$ cat src/rtl/nc_pkg.sv
// Shared opcodes, reply bytes and sequencer state encoding for the NeuralChip
// command path.
package nc_pkg;

   localparam logic [7:0] NC_OP_LOAD  = 8'h10;  // low nibble carries the cell index
   localparam logic [7:0] NC_OP_START = 8'h20;
   localparam logic [7:0] NC_OP_READ  = 8'h30;
   localparam logic [7:0] NC_OP_STAT  = 8'h40;

   localparam logic [7:0] NC_ACK = 8'hAC;
   localparam logic [7:0] NC_NAK = 8'hEE;

   typedef enum logic [3:0] {
      IDLE,
      LOAD_ARG,
      STROBE,
      LAUNCH,
      WAIT_DONE,
      ACK,
      RD_HI,
      RD_LO,
      STAT
   } nc_state_t;

   function automatic logic is_busy(input nc_state_t s);
      return !(s == IDLE || s == LOAD_ARG);
   endfunction

endpackage

$ cat src/rtl/nc_watchdog.sv
// Loadable down-counter that flags expiry once CYCLES enabled cycles have
// elapsed since the last load.
module nc_watchdog #(
   parameter int CYCLES = 1024
) (
   input  logic clk,
   input  logic rst_n,
   input  logic load,
   input  logic enable,
   output logic expired
);

   localparam int W = $clog2(CYCLES + 1);

   logic [W-1:0] count;

   always_ff @(posedge clk or negedge rst_n) begin
      if (!rst_n) begin
         count <= '0;
      end else if (load) begin
         count <= W'(CYCLES - 1);
      end else if (enable && count != '0) begin
         count <= count - W'(1);
      end
   end

   assign expired = enable && (count == '0);

endmodule

$ cat src/rtl/nc_cmd_sequencer.sv
// Host command sequencer: parses UART bytes, drives array loads/launch and
// streams results back. Define NC_TIMEOUT_EN to enable the mult_done watchdog.
module nc_cmd_sequencer
   import nc_pkg::*;
#(
   parameter int ARR_CELLS      = 6,
   parameter int RES_COUNT      = 4,
   parameter int TIMEOUT_CYCLES = 1024
) (
   input  logic                         CLK,
   input  logic                         RESET,
   input  logic [7:0]                   rx_data,
   input  logic                         rx_valid,
   output logic [7:0]                   tx_data,
   output logic                         tx_valid,
   input  logic                         tx_ready,
   output logic [ARR_CELLS-1:0]         load_arr,
   output logic [7:0]                   load_data,
   output logic                         mult_start,
   input  logic                         mult_done,
   output logic [$clog2(RES_COUNT)-1:0] res_idx,
   input  logic [15:0]                  res_data,
   output logic                         busy,
   output logic                         err
);

   localparam int IDX_W = $clog2(RES_COUNT);

   if (TIMEOUT_CYCLES < 1) begin : g_bad_timeout
      $error("nc_cmd_sequencer: TIMEOUT_CYCLES must be at least 1");
   end

   nc_state_t  state, state_d;
   logic [3:0] cell_q;
   logic [7:0] data_q;
   logic [7:0] stat_q;
   logic       nak_q;
   logic       err_d;
   logic       wd_expired;

   logic op_load, cell_ok, op_start, op_read, op_stat, res_last;

   assign op_load  = (rx_data[7:4] == NC_OP_LOAD[7:4]);
   assign cell_ok  = (int'(rx_data[3:0]) < ARR_CELLS);
   assign op_start = (rx_data == NC_OP_START);
   assign op_read  = (rx_data == NC_OP_READ);
   assign op_stat  = (rx_data == NC_OP_STAT);
   assign res_last = (res_idx == IDX_W'(RES_COUNT - 1));

`ifdef NC_TIMEOUT_EN
   nc_watchdog #(
      .CYCLES (TIMEOUT_CYCLES)
   ) u_watchdog (
      .clk     (CLK),
      .rst_n   (RESET),
      .load    (state == LAUNCH),
      .enable  (state == WAIT_DONE),
      .expired (wd_expired)
   );
`else
   assign wd_expired = 1'b0;
`endif

   // NOTE: sequential state uses non-blocking assignments so every register
   // samples pre-edge values regardless of process ordering.
   always_ff @(posedge CLK or negedge RESET) begin
      if (!RESET) begin
         state <= IDLE;
      end else begin
         state <= state_d;
      end
   end

   // NOTE: every combinational output gets a default first so no path can
   // fall through and infer a latch.
   always_comb begin
      state_d = state;
      err_d   = err;
      unique case (state)
         IDLE: begin
            if (rx_valid) begin
               if (op_load && cell_ok) state_d = LOAD_ARG;
               else if (op_start)      state_d = LAUNCH;
               else if (op_read)       state_d = RD_HI;
               else if (op_stat)       state_d = STAT;
               else                    err_d   = 1'b1;
            end
         end
         LOAD_ARG:  if (rx_valid) state_d = STROBE;
         STROBE:    state_d = IDLE;
         LAUNCH:    state_d = WAIT_DONE;
         WAIT_DONE: begin
            if (mult_done) begin
               state_d = ACK;
            end else if (wd_expired) begin
               state_d = ACK;
               err_d   = 1'b1;
            end
         end
         ACK:       if (tx_ready) state_d = IDLE;
         RD_HI:     if (tx_ready) state_d = RD_LO;
         RD_LO:     if (tx_ready) state_d = res_last ? IDLE : RD_HI;
         STAT: begin
            if (tx_ready) begin
               state_d = IDLE;
               err_d   = 1'b0;
            end
         end
         default:   state_d = IDLE;
      endcase
      // A byte arriving while busy always wins over the status clear.
      if (rx_valid && is_busy(state)) err_d = 1'b1;
   end

   always_ff @(posedge CLK or negedge RESET) begin
      if (!RESET) begin
         cell_q  <= '0;
         data_q  <= '0;
         stat_q  <= '0;
         nak_q   <= 1'b0;
         res_idx <= '0;
         err     <= 1'b0;
      end else begin
         err <= err_d;
         if (state == IDLE && rx_valid) begin
            if (op_load && cell_ok) cell_q <= rx_data[3:0];
            if (op_stat)            stat_q <= {err, 6'b0, is_busy(state)};
            if (op_read)            res_idx <= '0;
         end
         if (state == LOAD_ARG && rx_valid) data_q <= rx_data;
         if (state == WAIT_DONE)            nak_q  <= !mult_done && wd_expired;
         if (state == RD_LO && tx_ready)    res_idx <= res_last ? '0 : res_idx + IDX_W'(1);
      end
   end

   always_comb begin
      busy       = is_busy(state);
      tx_valid   = 1'b0;
      tx_data    = '0;
      load_arr   = '0;
      load_data  = '0;
      mult_start = 1'b0;
      unique case (state)
         STROBE: begin
            load_arr  = ARR_CELLS'(1) << cell_q;
            load_data = data_q;
         end
         LAUNCH: mult_start = 1'b1;
         ACK: begin
            tx_valid = 1'b1;
            tx_data  = nak_q ? NC_NAK : NC_ACK;
         end
         RD_HI: begin
            tx_valid = 1'b1;
            tx_data  = res_data[15:8];
         end
         RD_LO: begin
            tx_valid = 1'b1;
            tx_data  = res_data[7:0];
         end
         STAT: begin
            tx_valid = 1'b1;
            tx_data  = stat_q;
         end
         default: ;
      endcase
   end

endmodule

$ cat config.mk
export PLATFORM = sky130hd
export DESIGN_NAME = nc_cmd_sequencer
export DESIGN_NICKNAME = d
export VERILOG_FILES = /design/src/rtl/nc_pkg.sv /design/src/rtl/nc_watchdog.sv /design/src/rtl/nc_cmd_sequencer.sv
export SDC_FILE = /design/constraint.sdc
export NUM_CORES = 1
export LEC_CHECK = 0
export CORE_MARGIN = 2
export CORE_UTILIZATION = 30
export CTS_BUF_LIST = sky130_fd_sc_hd__clkbuf_16
export DETAILED_ROUTE_END_ITERATION = 10
export DONT_BUFFER_PORTS = 1
export PLACE_DENSITY = 0.43
export SLEW_MARGIN = 20
export SYNTH_ARGS = -nofsm -noshare
export SYNTH_HDL_FRONTEND = slang
export SYNTH_HIERARCHICAL = 1
export SYNTH_SLANG_ARGS = --single-unit
export TNS_END_PERCENT = 100
$ cat constraint.sdc
create_clock -name CLK -period 4.1 [get_ports CLK]
set_input_delay 1.23 -clock CLK [delete_from_list [all_inputs] [get_ports CLK]]
set_output_delay 1.23 -clock CLK [all_outputs]
set_load 0.02 [all_outputs]
# --- Yosys cells after proc, flatten, opt, wreduce, memory -nomap -nowiden ---
# Index checks and enable logic that the tools add are counted.
# W data, S select, Z words.
word_totals:
  in_bits: 29
  register_bits: 21
  output_inout_bits: 28
  word_cells: 82
op_classes:
  reduce_logical: 18
  order_cmp: 1
  mux: 29
  n_eq_ne: 26
  shifts: 1
  addsub: 1
ops:
  columns: ["op", "n"]
  rows:
  - ["$mux W4", 10]
  - ["$pmux W8 S4", 1]
  - ["$pmux W4 S7", 1]
  - ["$eq A4 B3 Y1 const B", 4]
  - ["$eq A8 B6 Y1 const B", 2]
  - ["$ne A3 B2 Y1 const B", 5]
  - ["$reduce_and A7 Y1", 2]
  - ["$ne A2 B2 Y1 const B", 5]
  - ["$mux W1", 9]
  - ["$eq A4 B1 Y1 const B", 2]
  - ["$eq A4 B2 Y1 const B", 2]
  - ["$eq A8 B7 Y1 const B", 1]
  - ["$mux W2", 4]
  - ["$mux W8", 1]
  - ["$mux W6", 1]
  - ["$reduce_and A2 Y1", 3]
  - ["$shl A1 B4 Y6 const A", 1]
  - ["$logic_and A1 B1 Y1", 5]
  - ["$ne A5 B5 Y1 const B", 1]
  - ["$eq A4 B4 Y1 const B", 1]
  - ["$logic_not A4 Y1", 1]
  - ["$lt A4 B3 Y1 const B", 1]
  - ["$reduce_bool A2 Y1", 2]
  - ["$reduce_or A4 Y1", 1]
  - ["10 further kinds", 10]

# --- Longest topological paths before layout ---
# Gate-level depths: netlist of the first run.
depth:
  ltp_word: 8
  depth_mapped: 5

# --- Worst setup path before layout of the first run ---
# OpenSTA, ideal clock, no wires.
synth_timing:
  kind: "input to output"
  startpoint: "in res_data[15]"
  endpoint: "out tx_data[7]"
  arrival_time_ns: 1.868
  path_buffers: 0
  stages: 2
  path_slack_ns: 1.002
  path_cell_list: "a21oi_1 -> o31ai_1"
synth_between:
  elab_chain_cells: 1
synth_lines:
  columns: ["element", "line", "rtl"]
  rows:
  - ["start, declared", "nc_cmd_sequencer.sv:22", "input logic [15:0] res_data,"]
  - ["$pmux W8 S4", "nc_cmd_sequencer.sv:143", "unique case (state)"]
  - ["end, declared", "nc_cmd_sequencer.sv:14", "output logic [7:0] tx_data,"]
# Every way passes these cells.

# --- Worst setup path after layout of the first run ---
layout_timing:
  startpoint: "reg state[2]"
  endpoint: "out load_arr[4]"
layout_between:
  elab_chain_cells: 2
layout_lines:
  columns: ["element", "line", "rtl"]
  rows:
  - ["start, declared", "nc_cmd_sequencer.sv:33", "nc_state_t state, state_d;"]
  - ["start signal, assigned", "nc_cmd_sequencer.sv:70", "state <= state_d;"]
  - ["$eq A4 B2 Y1", "nc_cmd_sequencer.sv:143", null]
  - ["$mux W6", "nc_cmd_sequencer.sv:143", null]
  - ["end, declared", "nc_cmd_sequencer.sv:17", "output logic [ARR_CELLS-1:0] load_arr,"]
# Every way passes these cells.

==> results of run 1 <==
worst max path at each step:
stage / to / from / slack [ns] / cells past startpoint
floorplan: tx_data[7] / res_data[15] / 1.00 / 2
global placement: tx_data[7] / res_data[15] / 0.97 / 2
detailed placement: tx_data[7] / res_data[15] / 0.99 / 2
CTS: load_arr[4] / state[2] / 0.72 / 4
global route: load_arr[4] / state[2] / 0.60 / 4
finish: load_arr[4] / state[2] / 0.77 / 4
cells in the final DEF (no fill, tap or decap), drive strengths merged:
cell	count
dfrtp	21
mux2	14
nor2	11
nand2	10
and2	10
buf	9
a21oi	6
inv	6
nor4b	6
o21ai	6
nor3	5
mux2i	4
nand4	4
nor2b	3
nor4	3
or3	3
o211ai	3
clkbuf	3
or2	2
o31ai	2
nand2b	2
nor4bb	2
a31oi	2
nor3b	2
a2bb2oi	2
or3b	1
a211oi	1
or4	1
a31o	1
a22o	1
and3	1
o221ai	1
o22ai	1
a22oi	1
o32ai	1
a21o	1
ha	1
clkinv	1
cells by family after synthesis:
family | share of synthesized area [%]
simple gates | 29.9
mux | 14.5
flops | 36.5
buf+inv | 4.25
compound gates | 14.1
fa+ha+maj | 0.868
power breakdown:
group / internal [mW] / leakage, nW / switching, mW
Clock: 0.131 / 0.0409 / 0.0738
Combinational: 0.107 / 0.363 / 0.127
Sequential: 0.257 / 0.276 / 0.0435
layer usage:
layer,global-route usage (%),vias up,routed length [µm]
li1,-,561,-
met1,16.3,546,1520
met2,22.5,40,1670
met3,2.61,0,215
met4,1.21,0,0
met5,0,-,0
state kept, by name, indices dropped and copies added, names as in the netlist:
register	cells
res_idx	2
stat_q	2
state	4
err	1
cell_q	4
data_q	8
cells in the mapped netlist, drive strengths merged (2+ instances only):
library cell	n	share of area (%)
nor4	3	1.3
o21ai	6	2.1
mux2i	4	2.8
nor2b	3	1.3
o31ai	2	1.0
mux2	14	12
nor3b	2	1.0
or3	3	1.3
or2	2	0.87
o211ai	3	1.6
nand4	4	2.8
a21oi	6	2.1
clkbuf	2	0.52
a31oi	2	0.87
buf	5	2.2
nor2	11	3.4
nor3	5	1.7
nand2b	2	0.87
a2bb2oi	2	1.2
and2	10	4.3
nand2	10	2.6
dfrtp	21	36
nor4b	6	5.1
nor4bb	2	1.4
inv	6	1.6
stage by stage:
step                      power (mW)  setup slack (ns)
final                          0.740             0.772
after global routing           0.793             0.603
after CTS                      0.749             0.721
after detailed placement       0.542             0.986
after global placement         0.534             0.969
after floorplan                0.493              1.00
layout make-up:
cell class / instances / area, µm² / share of cell area (%)
tap: 54 / 67.6 / 4.18
clock buffer: 3 / 75.1 / 4.64
multi-input combinational: 114 / 855 / 52.8
timing repair buffer: 9 / 67.6 / 4.18
inverter: 6 / 22.5 / 1.39
clock inverter: 1 / 5.00 / 0.309
sequential: 21 / 526 / 32.5
==> metrics.md, run 1 <==
| Metric | Value |
|---|---|
| Count of final max-slew check failures | 0 |
| Area grow syn2layout | 12.2% |
| Clk_skew | 0.00424 ns |
| Reg2reg end | state[2] |
| Synth unique cells | 45 |
| WP data required | 2.87 ns |
| Core area | 4690 µm² |
| Diodes inserted | 0 |
| Largest net degree at the start of global routing | 24 |
| Setup crit start kind | flip-flop |
| Final min period | 3.33 ns |
| Initial antenna violation count | 0 |
| Via Count | 1147 |
| DR WL/cell | 16.4 µm |
| Final Net Count | 185 |
| Effective utilization at floorplan | 30.7% |
| Synthesized netlist cell count | 148 |
| Longest Clk Path Bufs | 2 |
| Worst-margin pin slew | 0.720 ns |
| Critical Path Max Stage Delay | 0.58 ns |
| Worst hold path class | reg2reg |
| Seq/Total Area, Yosys | 36.5% |
| Slew margin rel. | 51.3% |
| Finished Layout Cells | 208 |
| Worst-path clk slew | 0.06 ns |
| FF-to-FF Start | state[0] |
| Peak supply drop | 0.245 mV |
| CP cell instances | nor4b_4, nand2b_1, nor4b_1, buf_4 |
| Final WL | 3400 µm |
| Die height | 73.3 µm |
| # H-tree levels | 1 |
| Crit share post-route | 81.2% |
| Area of placed instances | 1540 µm² |
| Port bufs | 0 |
| Clk_lat worst skew | 0.25 ns |
| R2r setup slk | 2.08 ns |
| Cell Rows | 25 |
| CP Buf/Inv Count | 1 |
| Util after Layout | 34.5% |
| Root Buffer | clkbuf_16 |
| CTS tree | done |
| Setup violation total in the final timing report | 0 |
| CP endpoint kind | primary output |
| Number of placed cells counting well taps | 204 |
| Hold_sp | data_q[2] |
| P per Cell Area | 457 nW/µm² |
| Cts repair resizes | 0 |
| Synth warnings | 6 |
| Max cap viols | 0 |
| Detail Route Antenna Nets | 0 |
| Synth Register Bits | 21 |
| Leak pwr | 0.679 nW |
| Hold depth | 1 |
| CTS sink count | 21 |
| Syn avg cell area | 9.74 µm² |
| Post-CTS Setup Bufs | 0 |
| Cell area after synthesis | 1440 µm² |
| First-pass GRT wire length | 5330 µm |
| Cell family with the largest share of critical-path delay | simple AND/OR/NAND/NOR gates |
| Die width | 73.3 µm |
| Fin Hold WS | 0.479 ns |
| Tot GR Track Use | 12.6% |
| Drt pass-1 iters | 4 |
| Hpwl dp | 2690 µm |
| Gr ovfl total | 0 |
| Starting DRT DRC Count | 54 |
| Vias in the first global route | 1084 |
| Worst Hold Path EP | data_q[2] |
| Post-route cell area | 1620 µm² |
| GP Congestion | 0.807 |
| Critical path fanouts, max | 15 |
| Fin Setup TNS | 0 ns |
| CTS buffer count | 3 |
| Share of cells above drive strength 1 | 16.9% |
| Final Hold Vio Count | 0 |
| # DRC | 0 |
| FFs w/ async S/R, synth | 100% |
| Net Count, Synth | 178 |
| Fill cell count | 482 |
| Slowest CP cell | nor4b_4 |
| Post-CTS Hold Buffers | 0 |
| R2r worst-path depth | 5 |
| WS Path Type | reg2out |
| Status | completed |
| Via density | 5.51 |
| F_max | 300 MHz |
| Number of synthesized flops with an enable pin | 0 |
| Die ar. | 5380 µm² |
| Num ports | 57 |
| Critical path arrival | 2.10 ns |
| Synth Flop Type | dfrtp_1 |
| RSZ-0062 raised after global routing | no |
Note: power is estimated with default switching activity, not from simulation.
==> run 2: changes to the inputs <==
clock period = 3.15 ns   (was 4.1 ns; I/O delays follow)
==> run 2 against run 1 <==
  * Clock skew down 0.0019 ns
  * Via count up 3.5%
  * Combinational power up 30%
  * Sequential share of layout area down 0.88 points
  * Total power up 30%
  * Critical path depth unchanged
  * Critical path type unchanged
==> metrics.md, run 2 (same netlist as run 1, synthesis figures left out) <==
| Metric | Value |
|---|---|
| Status | completed |
| Via density | 5.55 (+0.59%) |
| Slowest CP cell | dfrtp_1 |
| Cell Rows | 25 (unchanged) |
| Area grow syn2layout | 15.4% |
| DR WL/cell | 16.2 µm (-0.86%) |
| Final Net Count | 191 (+3.2%) |
| Most common cell after layout, fill and taps aside | dfrtp_1 |
| Reg2reg end | state[0] |
| Final min period | 2.91 ns |
| Clk_skew | 0.00230 ns (-0.00194 ns) |
| Slew margin rel. | 51.5% (+0.17 points) |
| Number of flip-flops in the largest register | 8 (unchanged) |
| # DRC | 0 (unchanged) |
| Post-CTS Setup Bufs | 0 (unchanged) |
| Fin Hold WS | 0.383 ns (-0.0963 ns) |
| Met2 usage | 23.0% (+0.50 points) |
| Die ar. | 5380 µm² (unchanged) |
| Comb power frac | 31.6% (about the same) |
| Met3 GRT Util | 2.74% (+0.14 points) |
| P per Cell Area | 580 nW/µm² (+27%) |
| Setup crit start kind | flip-flop |
| RSZ-0062 raised after global routing | no |
| Met1 Track Usage GR | 18.4% (+2.1 points) |
| Root Buffer | clkbuf_16 |
| Fill cell count | 498 (+3.3%) |
| CTS sink count | 21 (unchanged) |
| Post-CTS Hold Buffers | 0 (unchanged) |
| Most frequent cells in the layout | 21 x dfrtp_1, 15 x buf_4 |
| CP cell instances | nor4b_4, nand2b_1, nor4b_1, buf_4 |
| Fin Setup TNS | 0 ns (unchanged) |
| Regs by FF count | data_q (8), cell_q (4), state (4) |
| Peak supply drop | 0.193 mV (-21%) |
| Worst-margin pin slew | 0.718 ns (-0.00255 ns) |
| Initial antenna violation count | 0 (unchanged) |
| Crit share post-route | 92.5% |
| Die width | 73.3 µm (unchanged) |
| CP endpoint kind | primary output |
| Design internal power | 646 µW (+31%) |
| Core area | 4690 µm² (unchanged) |
| GP Congestion | 0.742 (-8.1%) |
| R2r worst-path depth | 5 (unchanged) |
| WP data required | 2.20 ns (-0.67 ns) |
| Cell family with the largest share of critical-path delay | simple AND/OR/NAND/NOR gates |
| Final WL | 3470 µm (+2.0%) |
| Leak pwr | 0.712 nW (+4.8%) |
| R2r setup slk | 1.16 ns (-0.92 ns) |
| Critical path fanouts, max | 11 (-4) |
| Critical path arrival | 1.97 ns (-0.13 ns) |
| Effective utilization at floorplan | 30.7% (unchanged) |
| CTS buffer count | 3 (unchanged) |
| F_max | 343 MHz |
| Num ports | 57 (unchanged) |
| First-pass GRT wire length | 5750 µm (+7.8%) |
| Starting DRT DRC Count | 43 (-20%) |
| Share of cells above drive strength 1 | 20.0% (+3.1 points) |
| Final Hold Vio Count | 0 (unchanged) |
| Sw Share | 33.0% (-0.10 points) |
| Busiest layer in global routing | met2 |
| Vias in the first global route | 1156 (+6.6%) |
| Critical Path Max Stage Delay | 0.51 ns (-0.07 ns) |
| # H-tree levels | 1 (unchanged) |
| Clock network power share | 27.9% (+0.2 points) |
| Die height | 73.3 µm (unchanged) |
| Tot GR Track Use | 13.7% (+1.0 points) |
| Port bufs | 0 (unchanged) |
| Worst hold path class | in2async |
| Worst-path clk slew | 0.06 ns (about the same) |
| Diodes inserted | 0 (unchanged) |
| Detail Route Antenna Nets | 0 (unchanged) |
| Count of final max-slew check failures | 0 (unchanged) |
| CP Buf/Inv Count | 1 (unchanged) |
| FF-to-FF Start | state[0] |
| Hpwl dp | 2710 µm (+0.80%) |
| CTS tree | done |
| Register name with the most flops | data_q |
| Gr ovfl total | 0 (unchanged) |
| Setup violation total in the final timing report | 0 (unchanged) |
| Sequential power share | 40.4% (-0.2 points) |
| Clk_lat worst skew | 0.25 ns (about the same) |
| Longest Clk Path Bufs | 2 (unchanged) |
| Largest net degree at the start of global routing | 24 (unchanged) |
| Drt pass-1 iters | 4 (unchanged) |
| Max cap viols | 0 (unchanged) |
| Via Count | 1187 (+3.5%) |
| WS Path Type | reg2out |
| Sw Pwr | 318 µW (+30%) |
-- run 2: how the worst max path moves through the flow --
| stage | cells after the start | to | slack (ns) | from |
|---|---|---|---|---|
| floorplan | 4 | load_arr[1] | 0.38 | state[1] |
| detailed placement | 4 | load_arr[4] | 0.39 | state[3] |
| global placement | 4 | load_arr[1] | 0.52 | state[3] |
| global route | 4 | load_arr[1] | 0.02 | state[3] |
| finish | 4 | load_arr[4] | 0.24 | state[3] |
| CTS | 4 | load_arr[4] | 0.12 | state[3] |
-- run 2: power groups by stage --
stage	registers, mW	clock network, mW	logic, mW
2_1_floorplan	0.372	0	0.270
3_3_place_gp	0.390	0	0.305
3_5_place_dp	0.395	0	0.307
4_1_cts	0.390	0.278	0.308
5_1_grt	0.401	0.291	0.339
6_report	0.390	0.269	0.305
-- run 2: area by class of cell --
| cell class | instances | area, µm² | area share [%] |
|---|---|---|---|
| multi-input combinational | 114 | 855 | 51.4 |
| sequential | 21 | 526 | 31.6 |
| inverter | 6 | 22.5 | 1.35 |
| tap | 54 | 67.6 | 4.06 |
| clock buffer | 3 | 75.1 | 4.51 |
| timing repair buffer | 15 | 113 | 6.77 |
| clock inverter | 1 | 5.00 | 0.301 |
-- run 2: metal layers --
layer	part of all wire [%]	routed length, µm
met1	44	1530
met2	49	1690
met3	6.6	229
met4	0.61	21
met5	0	0
-- run 2: metrics by stage --
stage	util [%]	cells	power (mW)	worst slack, ns	instance area [µm²]
2_1_floorplan	-	148	0.642	0.382	1440
3_3_place_gp	33.7	210	0.694	0.519	1580
3_5_place_dp	33.7	210	0.702	0.394	1580
4_1_cts	35.4	214	0.976	0.118	1660
5_1_grt	35.4	214	1.03	0.0179	1660
6_report	35.4	214	0.964	0.238	1660
-- run 2: timing repair --
item | 4_1_cts | 5_1_grt
setup endpoints to repair | 0 | 2
endpoints found under the hold margin | 0 | 0
resized for setup | 0 | 0
==> run 3: changes to the inputs <==
CORE_ASPECT_RATIO = 1.2   (was default)
==> run 3 against run 2 <==
  * Non-clock buffer count up 1
  * Die area is essentially flat
  * Final cell count is 2.3% higher
  * Clock skew increased by 0.00098 ns
  * First-iteration DRC count down 47%
  * Worst setup slack improved by 0.17 ns
  * Combinational power up 2%
  * Critical path type unchanged
  * Critical endpoint is now load_arr[1]
  * Largest power group unchanged
==> metrics.md, run 3 (same netlist as run 1, synthesis figures left out) <==
| Metric | Value |
|---|---|
| Slew margin rel. | 49.3% (-2.2 points) |
| Cell Rows | 27 (+8.0%) |
| Largest net degree at the start of global routing | 24 (unchanged) |
| Area grow syn2layout | 16.4% |
| First-pass GRT wire length | 5670 µm (-1.3%) |
| Effective utilization at floorplan | 31.4% (+0.65 points) |
| Detail Route Antenna Nets | 0 (unchanged) |
| Most frequent cells in the layout | 21 x dfrtp_1, 16 x buf_4 |
| Port bufs | 0 (unchanged) |
| Starting DRT DRC Count | 23 (-47%) |
| Post-Route M1 WL | 1490 µm (-3.1%) |
| Critical path fanouts, max | 11 (unchanged) |
| Most common cell after layout, fill and taps aside | dfrtp_1 |
| DR WL met2 | 1820 µm (+7.9%) |
| Clk_lat worst skew | 0.25 ns (about the same) |
| Final Net Count | 192 (+0.52%) |
| CP endpoint kind | primary output |
| Final worst slack | 0.410 ns (+0.172 ns) |
| Die ar. | 5380 µm² (about the same) |
| CTS sink count | 21 (unchanged) |
| Setup violation total in the final timing report | 0 (unchanged) |
| GP Congestion | 0.778 (+4.9%) |
| # DRC | 0 (unchanged) |
| Root Buffer | clkbuf_16 |
| WS Path Type | reg2out |
| Longest Clk Path Bufs | 2 (unchanged) |
| Setup crit start kind | flip-flop |
| Count of final max-slew check failures | 0 (unchanged) |
| RSZ-0062 raised after global routing | no |
| Final Hold Vio Count | 0 (unchanged) |
| CP cell instances | nor4b_4, nand2b_1, nor4b_1, buf_4 |
| P per Cell Area | 580 nW/µm² (about the same) |
| Share of cells above drive strength 1 | 20.5% (+0.50 points) |
| Crit share post-route | 87.0% (-5.5 points) |
| Number of flip-flops in the largest register | 8 (unchanged) |
| R2r worst-path depth | 5 (unchanged) |
| Gr ovfl total | 0 (unchanged) |
| CTS buffer count | 3 (unchanged) |
| FF-to-FF Start | state[0] |
| Util after Layout | 36.5% (+1.1 points) |
| Hpwl dp | 2700 µm (-0.55%) |
| Peak supply drop | 0.192 mV (-0.51%) |
| Die width | 67.3 µm (-8.2%) |
| Regs by FF count | data_q (8), cell_q (4), state (4) |
| DR WL/cell | 15.9 µm (-1.9%) |
| Clk_skew | 0.00328 ns (+0.000981 ns) |
| Core area | 4590 µm² (-2.1%) |
| Cell family with the largest share of critical-path delay | simple AND/OR/NAND/NOR gates |
| Highest routed layer | met4 |
| Num ports | 57 (unchanged) |
| Diodes inserted | 0 (unchanged) |
| Die height | 79.9 µm (+9.0%) |
| Max cap viols | 0 (unchanged) |
| CTS tree | done |
| Post-CTS Hold Buffers | 0 (unchanged) |
| Fill cell count | 489 (-1.8%) |
| F_max | 365 MHz (+6.3%) |
| Via Count | 1155 (-2.7%) |
| Critical Path Max Stage Delay | 0.50 ns (about the same) |
| Initial antenna violation count | 0 (unchanged) |
| Multi-input gate area in the final layout | 855 µm² (unchanged) |
| Tot GR Track Use | 13.6% (-0.11 points) |
| CP Buf/Inv Count | 1 (unchanged) |
| R2r setup slk | 1.14 ns (-0.02 ns) |
| WP data required | 2.20 ns (about the same) |
| Final WL | 3480 µm (+0.37%) |
| Critical path arrival | 1.80 ns (-0.17 ns) |
| # H-tree levels | 1 (unchanged) |
| Dpl ws | 0.375 ns (-0.0193 ns) |
| Met3 routed WL | 158 µm (-31%) |
| Via density | 5.27 (-4.9%) |
| Register name with the most flops | data_q |
| Flip-flop and latch area | 526 µm² (unchanged) |
| Worst hold path class | in2async |
| Worst-path clk slew | 0.06 ns (about the same) |
| Status | completed |
| Worst-margin pin slew | 0.751 ns (+0.0329 ns) |
| Leak pwr | 0.714 nW (+0.23%) |
| Fin Setup TNS | 0 ns (unchanged) |
| Reg2reg end | state[0] |
| Slowest CP cell | dfrtp_1 |
| Drt pass-1 iters | 4 (unchanged) |
| Final min period | 2.74 ns (-0.172 ns) |
| Vias in the first global route | 1113 (-3.7%) |
==> run 3: power breakdown <==
part           switching, mW  internal [mW]  leakage, nW  total, mW
Sequential            0.0559          0.335        0.276      0.391
Combinational          0.165          0.148        0.401      0.312
Clock                 0.0983          0.172       0.0371      0.270
Total                  0.319          0.654        0.714      0.973
==> run 3: per-layer routing <==
layer | global-route usage, % | vias to the layer above
met1 | 17.9 | 554
met3 | 2.26 | 2
met4 | 3.67 | 0
met5 | 0 | -
li1 | - | 575
met2 | 22.6 | 24
==> run 3: worst max-delay path by stage <==
stage                   to  depth (start not counted)      from
2_1_floorplan  load_arr[1]                          4  state[1]
3_3_place_gp   load_arr[5]                          4  state[2]
3_5_place_dp   load_arr[5]                          4  state[2]
4_1_cts        load_arr[5]                          4  state[2]
5_1_grt        load_arr[5]                          4  state[2]
6_report       load_arr[1]                          4  state[3]
==> run 3: layout make-up <==
cell class,count,share of cell area (%)
sequential,21,31.3
tap,58,4.33
clock buffer,3,4.47
multi-input combinational,114,50.9
timing repair buffer,16,7.16
clock inverter,1,0.447
inverter,6,1.34
==> run 3: timing repair <==
item	CTS	global route
gates resized for setup	0	0
endpoints found under the setup margin	0	2
buffers inserted	0	2
==> run 3: metrics by stage <==
step           power (mW)  hold slack, ns  instance area [µm²]  std cells
3_3_place_gp        0.695           0.461                 1580        213
2_1_floorplan       0.642           0.449                 1440        148
3_5_place_dp        0.702           0.467                 1580        213
5_1_grt              1.03           0.372                 1680        219
4_1_cts             0.977           0.379                 1660        217
6_report            0.973           0.384                 1680        219
